[config.mk]
export PLATFORM = sky130hd
export DESIGN_NAME = core_db_secded
export DESIGN_NICKNAME = d
export VERILOG_FILES = /design/src/rtl/core_db_pkg.sv /design/src/rtl/secded_dec.sv /design/src/rtl/core_db_secded.sv
export SDC_FILE = /design/constraint.sdc
export NUM_CORES = 1
export LEC_CHECK = 0
export BUFFER_PORTS_ARGS = -buffer_cell sky130_fd_sc_hd__buf_2
export CORE_ASPECT_RATIO = 1.4
export CORE_MARGIN = 10
export CORE_UTILIZATION = 40
export CTS_BUF_LIST = sky130_fd_sc_hd__clkbuf_2 sky130_fd_sc_hd__clkbuf_4 sky130_fd_sc_hd__clkbuf_8
export DETAILED_ROUTE_END_ITERATION = 7
export SLEW_MARGIN = 20
export SYNTH_ARGS = -nofsm -noshare
export SYNTH_HDL_FRONTEND = slang
export SYNTH_SLANG_ARGS = --single-unit
[constraint.sdc]
create_clock -name clk -period 2.4 [get_ports clk]
set_clock_uncertainty 0.1 [all_clocks]
set_input_delay 0.48 -clock clk [delete_from_list [all_inputs] [get_ports clk]]
set_output_delay 0.48 -clock clk [all_outputs]
set_load 0.005 [all_outputs]
[src/rtl/core_db_pkg.sv]
// Shared types and width helpers for the SECDED data-bucket core.
package core_db_pkg;

  localparam int CNT_W = 16;

  typedef enum logic [1:0] {
    ERR_NONE   = 2'b00,
    ERR_CORR   = 2'b01,
    ERR_UNCORR = 2'b10
  } err_t;

  function automatic int code_w(input int r);
    return (1 << r) - 1;
  endfunction

  function automatic int data_w(input int r);
    return code_w(r) - r;
  endfunction

  // 0-based code index of the k-th data bit (k-th non-power-of-two position).
  function automatic int data_pos(input int r, input int k);
    int pos;
    int seen;
    pos  = 0;
    seen = 0;
    for (int j = 0; j < code_w(r); j++) begin
      if (((j + 1) & j) != 0) begin
        if (seen == k) pos = j;
        seen++;
      end
    end
    return pos;
  endfunction

endpackage

[src/rtl/secded_dec.sv]
// Combinational Hamming SECDED decoder: syndrome + overall parity, single-bit fix, data strip.
module secded_dec
  import core_db_pkg::*;
#(
  parameter int R = 3
) (
  input  logic [code_w(R)-1:0] code,
  input  logic                 p0,
  output logic [data_w(R)-1:0] data,
  output err_t                 err
);

  localparam int N = code_w(R);
  localparam int K = data_w(R);

  logic [R-1:0] syn;
  logic         par;
  logic [N-1:0] fixed;

  always_comb begin
    syn = '0;
    for (int i = 0; i < R; i++)
      for (int j = 0; j < N; j++)
        if ((((j + 1) >> i) & 1) != 0) syn[i] = syn[i] ^ code[j];
    par   = ^{p0, code};
    fixed = code;
    // With even overall parity a nonzero syndrome is a double error: leave data as received.
    if (par && (syn != '0))
      for (int j = 0; j < N; j++)
        if (syn == R'(j + 1)) fixed[j] = ~code[j];
    err = ERR_NONE;
    if (par)             err = ERR_CORR;
    else if (syn != '0)  err = ERR_UNCORR;
  end

  for (genvar k = 0; k < K; k++) begin : g_data
    assign data[k] = fixed[data_pos(R, k)];
  end

endmodule

[src/rtl/core_db_secded.sv]
// SECDED data-bucket core: decode {P0,code,IP} packets and queue {data,IP,err} in a FIFO.
// Optional error counters enabled by `define CORE_DB_SECDED_STATS_EN.
module core_db_secded
  import core_db_pkg::*;
#(
  parameter int R     = 3,
  parameter int IP_W  = 4,
  parameter int DEPTH = 4
) (
  input  logic                          clk,
  input  logic                          reset_n,
  input  logic                          in_valid,
  output logic                          in_ready,
  input  logic [code_w(R)+IP_W:0]       in_data,
  output logic                          out_valid,
  input  logic                          out_ready,
  output logic [data_w(R)+IP_W-1:0]     out_data,
  output logic [1:0]                    out_err
`ifdef CORE_DB_SECDED_STATS_EN
  ,
  input  logic                          stat_clr,
  output logic [CNT_W-1:0]              corr_cnt,
  output logic [CNT_W-1:0]              uncorr_cnt
`endif
);

  localparam int N  = code_w(R);
  localparam int K  = data_w(R);
  localparam int AW = $clog2(DEPTH);
  localparam int EW = K + IP_W;

  logic [K-1:0] dec_data;
  err_t         dec_err;

  secded_dec #(.R(R)) u_dec (
    .code (in_data[IP_W +: N]),
    .p0   (in_data[N + IP_W]),
    .data (dec_data),
    .err  (dec_err)
  );

  logic [EW-1:0] mem_data [DEPTH];
  err_t          mem_err  [DEPTH];
  logic [AW-1:0] wr_ptr, rd_ptr;
  logic [AW:0]   count;
  logic          push, pop;

  assign in_ready  = (count != (AW+1)'(DEPTH));
  assign out_valid = (count != '0);
  assign push      = in_valid && in_ready;
  assign pop       = out_valid && out_ready;
  // Head is masked when empty so outputs read zero after reset.
  assign out_data  = out_valid ? mem_data[rd_ptr] : '0;
  assign out_err   = out_valid ? mem_err[rd_ptr]  : ERR_NONE;

  always_ff @(posedge clk) begin
    if (push) begin
      mem_data[wr_ptr] <= {dec_data, in_data[IP_W-1:0]};
      mem_err[wr_ptr]  <= dec_err;
    end
  end

  always_ff @(posedge clk) begin
    if (!reset_n) begin
      wr_ptr <= '0;
      rd_ptr <= '0;
      count  <= '0;
    end else begin
      if (push) wr_ptr <= wr_ptr + AW'(1);
      if (pop)  rd_ptr <= rd_ptr + AW'(1);
      case ({push, pop})
        2'b10:   count <= count + (AW+1)'(1);
        2'b01:   count <= count - (AW+1)'(1);
        default: count <= count;
      endcase
    end
  end

`ifdef CORE_DB_SECDED_STATS_EN
  always_ff @(posedge clk) begin
    if (!reset_n || stat_clr) begin
      corr_cnt   <= '0;
      uncorr_cnt <= '0;
    end else if (push) begin
      if (dec_err == ERR_CORR && corr_cnt != '1)     corr_cnt   <= corr_cnt + 1'b1;
      if (dec_err == ERR_UNCORR && uncorr_cnt != '1) uncorr_cnt <= uncorr_cnt + 1'b1;
    end
  end
`endif

endmodule

[After elaboration in Yosys (flattened, before gate mapping)]
Memories as Yosys holds them, arrays and structs flattened. A register that Yosys moved wholly into a read port is not among the register bits.
Index checks and enable logic that the tools add are counted.
Word-level totals
  flip-flop bits (word level): 7
  RAM bits: 40
  input port bits: 16
  output and inout bits: 12
  logic and storage cells: 61
  memories kept: 2
Operators by class
  $add $sub $neg: 4
  equality and inequality tests: 10
  multiplexer cells: 19
  bitwise operators: 16
  reduce and logical (&&, ||, !) cells: 7
Memory list
  mem_data: words 4, bits a word 8, read ports 1, clocked after Yosys merged registers in 1, wr ports 1, line core_db_secded.sv:42  | logic [EW-1:0] mem_data [DEPTH];
  mem_err: words 4, bits a word 2, read ports 1, clocked after Yosys merged registers in 1, wr ports 1, line core_db_secded.sv:43  | err_t mem_err [DEPTH];
Operators by type and width (number)
  $mux W2: 7
  $eq A3 B3 Y1 const B: 4
  $mux W1: 9
  $xor A1 B1 Y1: 9
  $mux W8: 1
  $reduce_xor A8 Y1: 1
  $mux W7: 1
  $not A1 Y1: 7
  $eq A3 B2 Y1 const B: 2
  $pmux W3 S2: 1
  $reduce_bool A3 Y1: 2
  $add A2 B1 Y2 const B: 2
  $add A3 B1 Y3 const B: 1
  $eq A3 B1 Y1 const B: 1
  $logic_and A1 B1 Y1: 3
  $ne A3 B3 Y1 const B: 1
  $sub A3 B1 Y3 const B: 1
  $eq A2 B1 Y1 const B: 1
  $eq A2 B2 Y1 const B: 1
  $reduce_bool A2 Y1: 1

[Depth between registers and ports, before layout]
Gate-level depths: netlist (run 1).
  word-level depth: 6
  depth in mapped cells: 10
  mapped depth without buffers: 10

[Cells and area by module]
From an unflattened synthesis (run 1), not the netlist that was laid out.
Second synthesis, totals
  cell total of the unflattened synthesis: 157
  area, all modules: 2351.0 um^2
Modules (own cells, without submodules)
  core_db_secded: times used 1, cells an instance 118, area each 2031.9 um^2, seq. area each 1381.3 um^2
  secded_dec: times used 1, cells an instance 39, area each 319.1 um^2, seq. area each 0.0 um^2

[Worst setup path after synthesis (run 1)]
No wires, ideal clock.
  path kind: register -> register
  start point: register count[0]
  end point: register count[2]
  library setup time: 76 ps
  arrival: 1991 ps
  data required time: 2224 ps
  path slack: 234 ps
  cell stages (with the launch flop): 11
  buffers on the path: 0
  clock period less this slack: 2166 ps
  path through: dfxtp_1 inv_1 nand3_1 and2_1 inv_1 ha_1 inv_1 fa_1 xor2_1 or3_1 a21boi_0
On the way
  longest elaborated chain between the ends: 4
  elaborated cells on any way between the ends: 10
  classes of those cells: 2 x add/sub; 3 x eq/ne; 1 x mux; 4 x reduce/logical
RTL lines
  start: declaration: line core_db_secded.sv:45  | logic [AW:0] count;
  start signal: assignment: line core_db_secded.sv:72  | 2'b10: count <= count + (AW+1)'(1);
  start signal: assignment: line core_db_secded.sv:73  | 2'b01: count <= count - (AW+1)'(1);
  start signal: assignment: line core_db_secded.sv:74  | default: count <= count;
  $ne A3 B3 Y1 *: line core_db_secded.sv:48  | assign in_ready = (count != (AW+1)'(DEPTH));
  net in_ready: line core_db_secded.sv:13  | output logic in_ready,
  $logic_and A1 B1 Y1 *: line core_db_secded.sv:50  | assign push = in_valid && in_ready;
  $eq A2 B1 Y1 / $eq A2 B2 Y1 (equally long branches): line core_db_secded.sv:71  | case ({push, pop})
  $pmux W3 S2 / $reduce_bool A2 Y1 (equally long branches)
Mark *: on every way through the listed nets, which the timed path passes. The rest lies on a longest branch.
A chain may end at the register's enable or synchronous reset.

==> reports/metrics.cfg, run 1 <==
[setup_path]
path_cells = buf_4 -> mux4_2 -> and2_1 -> buf_2
worstSetupStartpointType = register
worstPathArrival_ps = 1650
worst-path-buf-inv = 2
required_ps = 1820
crit_path_end_kind = output pin
crit_path_top_delay_cell = mux4_2
critPathKind = reg -> out
crit_family = multiplexers
cp_max_fo = 10
max_stage_delay_ps = 530

[grt]
grt.overflow.total = 0
grt_max_degree = 15
antenna_found_initial = 0
grt_pass1_vias = 1460
grt_use_total = 0.0945
grt_pass1_wl_um = 7060

[floorplanning]
top_level_ports = 28
rows = 32
dieArea_um2 = 9210
initial_core_util = 0.415
die_height_um = 110
die_w_um = 84.0
coreArea_um2 = 5530

[yosys]
seq_area_frac_synth = 0.602
netlist.area_leader.share = 0.523
syn-num-nets = 184
synth_area_per_cell_um2 = 14.2
synth_cells = 162
yosys-top-cells-area = edfxtp_1, mux4_2, dfxtp_1
ys_warn_count = 0
yosys.area_share.simple = 0.137
synth_top_family_by_area = simple AND/OR/NAND/NOR gates
yosysUniqueCellTypes = 35
yosysTopAreaCell = edfxtp_1
ys_ff_latch = 49
synth_xor_xnor_area_share = 0.0627
synthMuxAreaShare = 0.111
synth_compound_area_frac = 0.0316
synth_fa_ha_area_frac = 0.0360
syn-cell-area_um2 = 2290

[drt]
drc = 0
post_drt_via_cell_ratio = 5.06
routed_wl_um = 4200
wl_per_cell_um = 16.0
via_count = 1332
drtIter0Drc = 64
ant_nets = 0
firstDrtPassIters = 4

[layout]
drive_gt1_frac = 0.277
antenna_cells = 0
final_util = 0.473
stdcell_area_um2 = 2610
final_cells = 263
final_cell_mix = edfxtp_1, buf_2, and2_1
mostFrequentLayoutCell = edfxtp_1
area_delta_synth_final_pct = 13.8
nets = 216

[clocking]
cts-htree-levels = 2
root_buffer = clkbuf_8
cts.sinks = 49
numCtsBuffers = 5
hold_buffers = 0
clockBufferDepth = 2
cts_setup_buffers = 0
worst_skew_pair.late_latency_ps = 300
cts_resized = 0
clk_pin_slew_ps = 80
tritoncts = done

[place]
dp_hpwl_um = 3020
dp_cells = 255
place_area_um2 = 2510
place_congestion = 0.751
dp_slack_ps = 26.3
port_buffers = 27

[timing]
relSlewSlack = 0.581
finalCritPeriodShare = 0.928
final-setup-viol-count = 0
whs_ps = 298
fmax_mhz = 449
maxSlewViolCount = 0
tightestPinTransition_ps = 627
fin_ws_ps = 173
hold_viol = 0
min_period_ps = 2230
rsz0062_at_grt = no
tns_ps = 0

[power_and_ir_drop]
peakVddDrop_uv = 299
p_seq_frac = 0.457
power_density_nw_per_um2 = 951
p_int_mw = 1.72
combPwrFrac = 0.361
power_mw = 2.48
total_leakage_power_nw = 0.972
clkPwrFrac = 0.183
switching_power_mw = 0.765
swShare = 0.308

[job]
max_cap_viol_count = 0

[min_path]
hp-class = in -> reg

[outcome]
outcome = completed

## cells in the mapped netlist
cell type,n
a21boi_0,2
nand2_1,9
o21ai_0,2
xnor2_1,5
nand3_1,3
fa_1,1
buf_1,1
nor2b_1,2
nor3_1,3
o22ai_1,1
xor2_2,1
inv_1,6
a21oi_1,1
dfxtp_1,9
mux2i_1,3
nand3b_1,1
nor4_1,1
and3_1,6
clkbuf_1,1
buf_2,3
or3_1,3
mux4_2,10
edfxtp_1,40
nor2_1,12
nand2b_1,1
o21a_1,1
nor3b_1,1
xnor2_2,1
and2_1,16
or2_4,1
ha_1,5
a31oi_1,1
xnor3_2,1
xor2_1,5
a211oi_1,3
## power groups by stage
stage / combinational, mW / clock (mW) / sequential [mW]
after floorplan: 0.605 / 0 / 1.12
after global placement: 0.863 / 0 / 1.14
after detailed placement: 0.898 / 0 / 1.15
after CTS: 0.901 / 0.462 / 1.13
after global routing: 1.01 / 0.498 / 1.15
final: 0.895 / 0.454 / 1.13
## cells by family (layout without fill, tap and decap cells)
| logic type | after synthesis | after routing |
|---|---|---|
| AND/OR/NAND/NOR | 59 | 59 |
| flip-flops | 49 | 49 |
| XOR/XNOR | 13 | 13 |
| multiplexers | 13 | 13 |
| AO/OA/AOI/OAI | 11 | 11 |
| buffers and inverters | 11 | 44 |
| adder cells (fa/ha/maj) | 6 | 6 |
## cell type report
cell class              count  area [um^2]
inverters                   6         22.5
multi-input cells         102          883
flip-flops and latches     49         1380
well taps                  68         85.1
fillers                   499         2910
repair buffers             30          158
clock buffers               5         68.8
clock inverters             3         12.5
## state kept, by name, summed over array words and instances, names as in the netlist, named ones only
register  count
mem_data     32
wr_ptr        2
mem_err       8
rd_ptr        2
count         3
## metal layers
metal | vias to the layer above | track usage | wire, um
met4 | 0 | 0.0480 | 46
li1 | 651 | - | -
met3 | 2 | 0.0229 | 181
met2 | 33 | 0.166 | 2160
met5 | - | 0 | 0
met1 | 646 | 0.105 | 1820
## worst paths after layout
| check | slack [ps] | end | start | depth (start not counted) |
|---|---|---|---|---|
| worst max-delay path | 170 | out_data[7] | register | 4 |
| worst min register to register | 430 | wr_ptr[1] | wr_ptr[1] | 2 |
| worst max register to register | 180 | count[2] | count[0] | 10 |
| worst min-delay path | 300 | mem_data[0][0] | in_data[0] | 1 |
## worst register-to-register path, delay by kind of cell, from the launching register on
kind / cells / cell delay [ps]
simple gates: 3 / 590
fa+ha+maj: 2 / 560
xor+xnor: 1 / 160
compound gates: 1 / 160
flops: 1 / 350
buf+inv: 3 / 240
(Power assumes the default switching activity.)
==> run 2, diff against run 1 <==
Clock period 2.4 ns to 2.7 ns, I/O delays scaled along.
==> run 2 against run 1 <==
Via count grew 1.7%. Worst hold slack better by 71 ps. Critical path depth increased by 6. Non-clock buffer count up 2. Clock-buffer cell count did not move. Flip-flop and latch count unchanged. Worst setup slack better by 110 ps. Sequential power fell by 11%. Sequential share of layout area stayed put. First-iteration DRC count down 7.8%. Die area stayed put. Critical path type is now reg -> reg.
==> reports/metrics.cfg, run 2 (same netlist as run 1, synthesis figures left out) <==
[outcome]
outcome = completed

[power_and_ir_drop]
p_int_mw = 1.53  ; -11%
p_seq_frac = 0.461  ; +0.004
clkPwrFrac = 0.180  ; -0.003
peakVddDrop_uv = 283  ; -5.2%
combPwrFrac = 0.359  ; -0.002
total_leakage_power_nw = 0.979  ; +0.65%
swShare = 0.299  ; -0.00895
switching_power_mw = 0.653  ; -15%
power_density_nw_per_um2 = 836  ; -12%

[layout]
regArea_um2 = 1380  ; unchanged
multi_input_area_um2 = 868  ; -1.7%
area_delta_synth_final_pct = 13.8  ; unchanged
nets = 218  ; +0.93%
mostFrequentLayoutCell = edfxtp_1
antenna_cells = 0  ; unchanged
top_register = mem_data
stdcell_area_um2 = 2610  ; unchanged
fillers = 487  ; -2.4%
final_cell_mix = edfxtp_1, buf_2, and2_1
drive_gt1_frac = 0.264  ; -0.0130
largestRegisters = mem_data: 32 flops, mem_err: 8 flops, count: 3 flops
largest_reg_flops = 32  ; unchanged

[setup_path]
r2r_slack_ps = 290  ; +110 ps
required_ps = 2810  ; +990 ps
critPathKind = reg -> reg
worstSetupEndpoint = count[2]
r2r_end = count[2]
worstSetupStartpointType = register
cp_max_fo = 6  ; -4
worstPathArrival_ps = 2520  ; +870 ps
crit_start = count[0]
r2r-start = count[0]
crit_path_end_kind = register
rr_worst_depth = 10  ; unchanged

[place]
place_area_um2 = 2530  ; +0.60%
dp_hpwl_um = 3250  ; +7.6%
place_congestion = 0.776  ; +3.2%
port_buffers = 27  ; unchanged

[job]
max_cap_viol_count = 0  ; unchanged

[grt]
grt_pass1_vias = 1498  ; +2.6%
grt_use_total = 0.0950  ; +0.000498
grt.overflow.total = 0  ; unchanged
antenna_found_initial = 0  ; unchanged
grt_pass1_wl_um = 7030  ; -0.38%
grt_max_degree = 15  ; unchanged

[drt]
ant_nets = 0  ; unchanged
drtIter0Drc = 59  ; -7.8%
routed_wl_um = 4250  ; +1.2%
via_count = 1354  ; +1.7%
wl_per_cell_um = 16.0  ; +0.40%
firstDrtPassIters = 4  ; unchanged
drc = 0  ; unchanged
post_drt_via_cell_ratio = 5.11  ; +0.88%

[clocking]
hold_buffers = 0  ; unchanged
cts-htree-levels = 2  ; unchanged
cts_resized = 0  ; unchanged
tritoncts = done
clockBufferDepth = 2  ; unchanged
root_buffer = clkbuf_8
clk_pin_slew_ps = 80  ; about the same
numCtsBuffers = 5  ; unchanged
worst_skew_pair.late_latency_ps = 290  ; about the same
cts.sinks = 49  ; unchanged
cts_setup_buffers = 0  ; unchanged

[min_path]
hp-class = in -> reg

[floorplanning]
die_height_um = 110  ; unchanged
die_w_um = 84.0  ; unchanged
rows = 32  ; unchanged
initial_core_util = 0.415  ; unchanged
dieArea_um2 = 9210  ; unchanged
coreArea_um2 = 5530  ; unchanged
top_level_ports = 28  ; unchanged

[timing]
relSlewSlack = 0.580  ; -0.00110
final-setup-viol-count = 0  ; unchanged
hold_viol = 0  ; unchanged
finalCritPeriodShare = 0.893
rsz0062_at_grt = no
min_period_ps = 2410
fmax_mhz = 415
tns_ps = 0  ; unchanged
tightestPinTransition_ps = 629  ; +1.64 ps
maxSlewViolCount = 0  ; unchanged

run 2: changes by cell type in the layout (fill, tap and decap cells not counted), sizes merged:
cell and change:
buf +2
run 2: final cells by class:
| cell class | instances | area share |
|---|---|---|
| well taps | 68 | 0.0326 |
| clock inverters | 3 | 0.00479 |
| clock buffers | 5 | 0.0264 |
| multi-input cells | 102 | 0.333 |
| inverters | 6 | 0.00862 |
| repair buffers | 32 | 0.0661 |
| flip-flops and latches | 49 | 0.529 |
run 2: per-stage QoR:
step           utilization  hold slack [ps]  worst slack (ps)  instances  total power, mW
6_report             0.473              370               288        265             2.18
5_1_grt              0.473              358               124        265             2.35
4_1_cts              0.473              356               289        265             2.23
3_5_place_dp         0.458              412               304        257             1.84
3_3_place_gp         0.458              384               459        257             1.80
2_1_floorplan            -              372               534        162             1.54
run 2: how the worst min path moves through the flow:
stage	slack (ps)	cells after the start	startpoint	end
6_report	370	1	in_data[1]	mem_data[2][1]
5_1_grt	360	1	in_data[3]	mem_data[1][3]
4_1_cts	360	1	in_data[1]	mem_data[2][1]
3_5_place_dp	410	2	wr_ptr[1]	wr_ptr[1]
3_3_place_gp	380	2	count[2]	count[2]
2_1_floorplan	370	2	count[2]	count[2]
run 2: power by group through the flow:
stage | Combinational [mW] | Sequential, mW | Clock, mW
2_1_floorplan | 0.538 | 0.997 | 0
3_3_place_gp | 0.780 | 1.02 | 0
3_5_place_dp | 0.810 | 1.03 | 0
4_1_cts | 0.813 | 1.01 | 0.409
5_1_grt | 0.884 | 1.02 | 0.442
6_report | 0.783 | 1.01 | 0.393
run 2: layer usage:
| metal | vias up | share of wire | track usage |
|---|---|---|---|
| met3 | 6 | 0.048 | 0.0237 |
| met5 | - | 0 | 0 |
| met4 | 0 | 0.016 | 0.0360 |
| met2 | 34 | 0.55 | 0.181 |
| li1 | 656 | - | - |
| met1 | 658 | 0.39 | 0.0984 |
run 2: worst max-delay path, stage by stage, from the launching register on:
cell and delay (ps):
dfxtp_1 340, inv_1 100, nand3_1 160, and2_1 250, inv_1 90, ha_1 180, inv_1 60, fa_1 370
xor2_1 160, or3_1 320, a21boi_0 200
==> run 3, diff against run 2 <==
Settings changed: CTS_CLUSTER_DIAMETER set to 40, SETUP_SLACK_MARGIN set to 0.4.
==> run 3 against run 2 <==
Total power rose by 1.6%. Largest cell class unchanged. Global-route usage is essentially flat. Sequential power hardly changed. Flip-flop and latch count unchanged. Sequential share of layout area fell by 0.46 points. Register-to-register slack improved by 200 ps. Combinational power grew 3.2%. Worst hold slack lost 2.9 ps. Worst setup slack improved by 200 ps. Clock power barely moved. Fmax is 9.0% higher. Design area rose by 1.2%.
==> reports/metrics.cfg, run 3 (same netlist as run 1, synthesis figures left out) <==
[clocking]
numCtsBuffers = 5  ; unchanged
cts.sinks = 49  ; unchanged
worst_skew_pair.late_latency_ps = 290  ; about the same
tritoncts = done
cts-htree-levels = 2  ; unchanged
clockBufferDepth = 2  ; unchanged
root_buffer = clkbuf_8
clk_pin_slew_ps = 80  ; about the same
hold_buffers = 0  ; unchanged

[drt]
routed_wl_um = 4310  ; +1.3%
ant_nets = 0  ; unchanged
drtIter0Drc = 61  ; +3.4%
post_drt_via_cell_ratio = 5.12  ; +0.28%
firstDrtPassIters = 4  ; unchanged
drc = 0  ; unchanged
wl_per_cell_um = 16.1  ; +0.56%
via_count = 1368  ; +1.0%

[timing]
maxSlewViolCount = 0  ; unchanged
tns_ps = 0  ; unchanged
hold_viol = 0  ; unchanged
whs_ps = 367  ; -2.92 ps
final-setup-viol-count = 0  ; unchanged
rsz0062_at_grt = yes
finalCritPeriodShare = 0.819  ; -0.0741
min_period_ps = 2210  ; -200 ps
fmax_mhz = 452  ; +9.0%
tightestPinTransition_ps = 639  ; +10.3 ps
relSlewSlack = 0.573  ; -0.00690

[layout]
drive_gt1_frac = 0.307  ; +0.0426
largestRegisters = mem_data: 32 flops, mem_err: 8 flops, count: 3 flops
largest_reg_flops = 32  ; unchanged
nets = 220  ; +0.92%
final_cell_mix = edfxtp_1, buf_2, and2_1
mostFrequentLayoutCell = edfxtp_1
top_register = mem_data
area_delta_synth_final_pct = 15.1
antenna_cells = 0  ; unchanged

[grt]
antenna_found_initial = 0  ; unchanged
grt_max_degree = 15  ; unchanged
grt_use_total = 0.0952  ; +0.000156
grt_pass1_wl_um = 7040  ; +0.18%
grt_pass1_vias = 1502  ; +0.27%
grt.overflow.total = 0  ; unchanged

[power_and_ir_drop]
peakVddDrop_uv = 282  ; -0.34%
total_leakage_power_nw = 0.992  ; +1.4%
power_density_nw_per_um2 = 839  ; +0.42%

[setup_path]
critPathKind = reg -> reg
crit_path_end_kind = register
r2r-start = count[1]
r2r_slack_ps = 490  ; +200 ps
cp_max_fo = 5  ; -1
required_ps = 2820  ; about the same
r2r_end = count[2]
worstSetupStartpointType = register
worstPathArrival_ps = 2330  ; -190 ps
rr_worst_depth = 10  ; unchanged

[floorplanning]
rows = 32  ; unchanged
top_level_ports = 28  ; unchanged
initial_core_util = 0.415  ; unchanged
dieArea_um2 = 9210  ; unchanged
die_height_um = 110  ; unchanged
die_w_um = 84.0  ; unchanged
coreArea_um2 = 5530  ; unchanged

[place]
dp_hpwl_um = 3250  ; unchanged
port_buffers = 27  ; unchanged
place_congestion = 0.776  ; unchanged

[min_path]
hold_end = mem_data[2][1]
worstHoldStart = in_data[1]
hp-class = in -> reg
whs_path_depth = 1  ; unchanged

[job]
max_cap_viol_count = 0  ; unchanged

[outcome]
outcome = completed

[run 3: changes by cell type in the layout (fill, tap and decap cells not counted)]
| cell | previous run | this run |
|---|---|---|
| a21boi_0 | 2 | 1 |
| a21boi_1 | 0 | 1 |
| and2_1 | 16 | 15 |
| and2_4 | 0 | 1 |
| buf_4 | 5 | 6 |
| buf_6 | 0 | 1 |
| dfxtp_1 | 9 | 6 |
| dfxtp_2 | 0 | 3 |
| inv_1 | 6 | 4 |
| inv_2 | 0 | 2 |
| nand3_1 | 3 | 2 |
| nand3_2 | 0 | 1 |
[run 3: critical path, cell delays in order, from the launching register on]
cell and delay, ps:
dfxtp_1 330, inv_2 70, nand3_2 110, and2_4 190, inv_1 80, ha_1 180
inv_1 60, fa_1 370, xor2_1 160, or3_1 320, a21boi_1 160
[run 3: metrics by stage]
stage	power (mW)	instance area (um^2)	setup WS, ps	instances	utilization
floorplan	1.54	2290	534	162	-
global placement	1.80	2530	459	257	0.458
detailed placement	1.84	2530	304	257	0.458
CTS	2.24	2620	403	265	0.474
global route	2.38	2640	379	267	0.478
finish	2.22	2640	488	267	0.478
[run 3: power breakdown]
group | total (mW) | switching, mW | internal [mW]
Sequential | 1.02 | 0.0590 | 0.957
Combinational | 0.808 | 0.388 | 0.420
Clock | 0.393 | 0.218 | 0.175
Total | 2.22 | 0.666 | 1.55
[run 3: layout make-up]
class / instances / area (um^2)
clock inverters: 3 / 12.5
fillers: 486 / 2880
repair buffers: 34 / 191
clock buffers: 5 / 68.8
flip-flops and latches: 49 / 1390
well taps: 68 / 85.1
inverters: 6 / 22.5
multi-input cells: 102 / 876
[run 3: timing repair]
| item | CTS | global route |
|---|---|---|
| gates cloned | 0 | 0 |
| pin swaps | 0 | 1 |
| resized for setup | 3 | 6 |
| setup buffers | 0 | 2 |
| setup endpoints to repair | 1 | 10 |
[run 3: worst max path at each step]
stage	from	endpoint	slack [ps]
after floorplan	count[0]	count[2]	530
after global placement	in_valid	count[2]	460
after detailed placement	in_valid	count[2]	300
after CTS	register	out_data[4]	400
after global routing	count[1]	count[2]	380
final	count[1]	count[2]	490
[run 3: per-layer routing]
| layer | part of all wire | vias up | routed length (um) | GRT usage |
|---|---|---|---|---|
| met3 | 0.039 | 4 | 170 | 0.0237 |
| met5 | 0 | - | 0 | 0 |
| li1 | - | 661 | - | - |
| met2 | 0.54 | 29 | 2340 | 0.181 |
| met1 | 0.41 | 674 | 1750 | 0.0984 |
| met4 | 0.012 | 0 | 53 | 0.0360 |
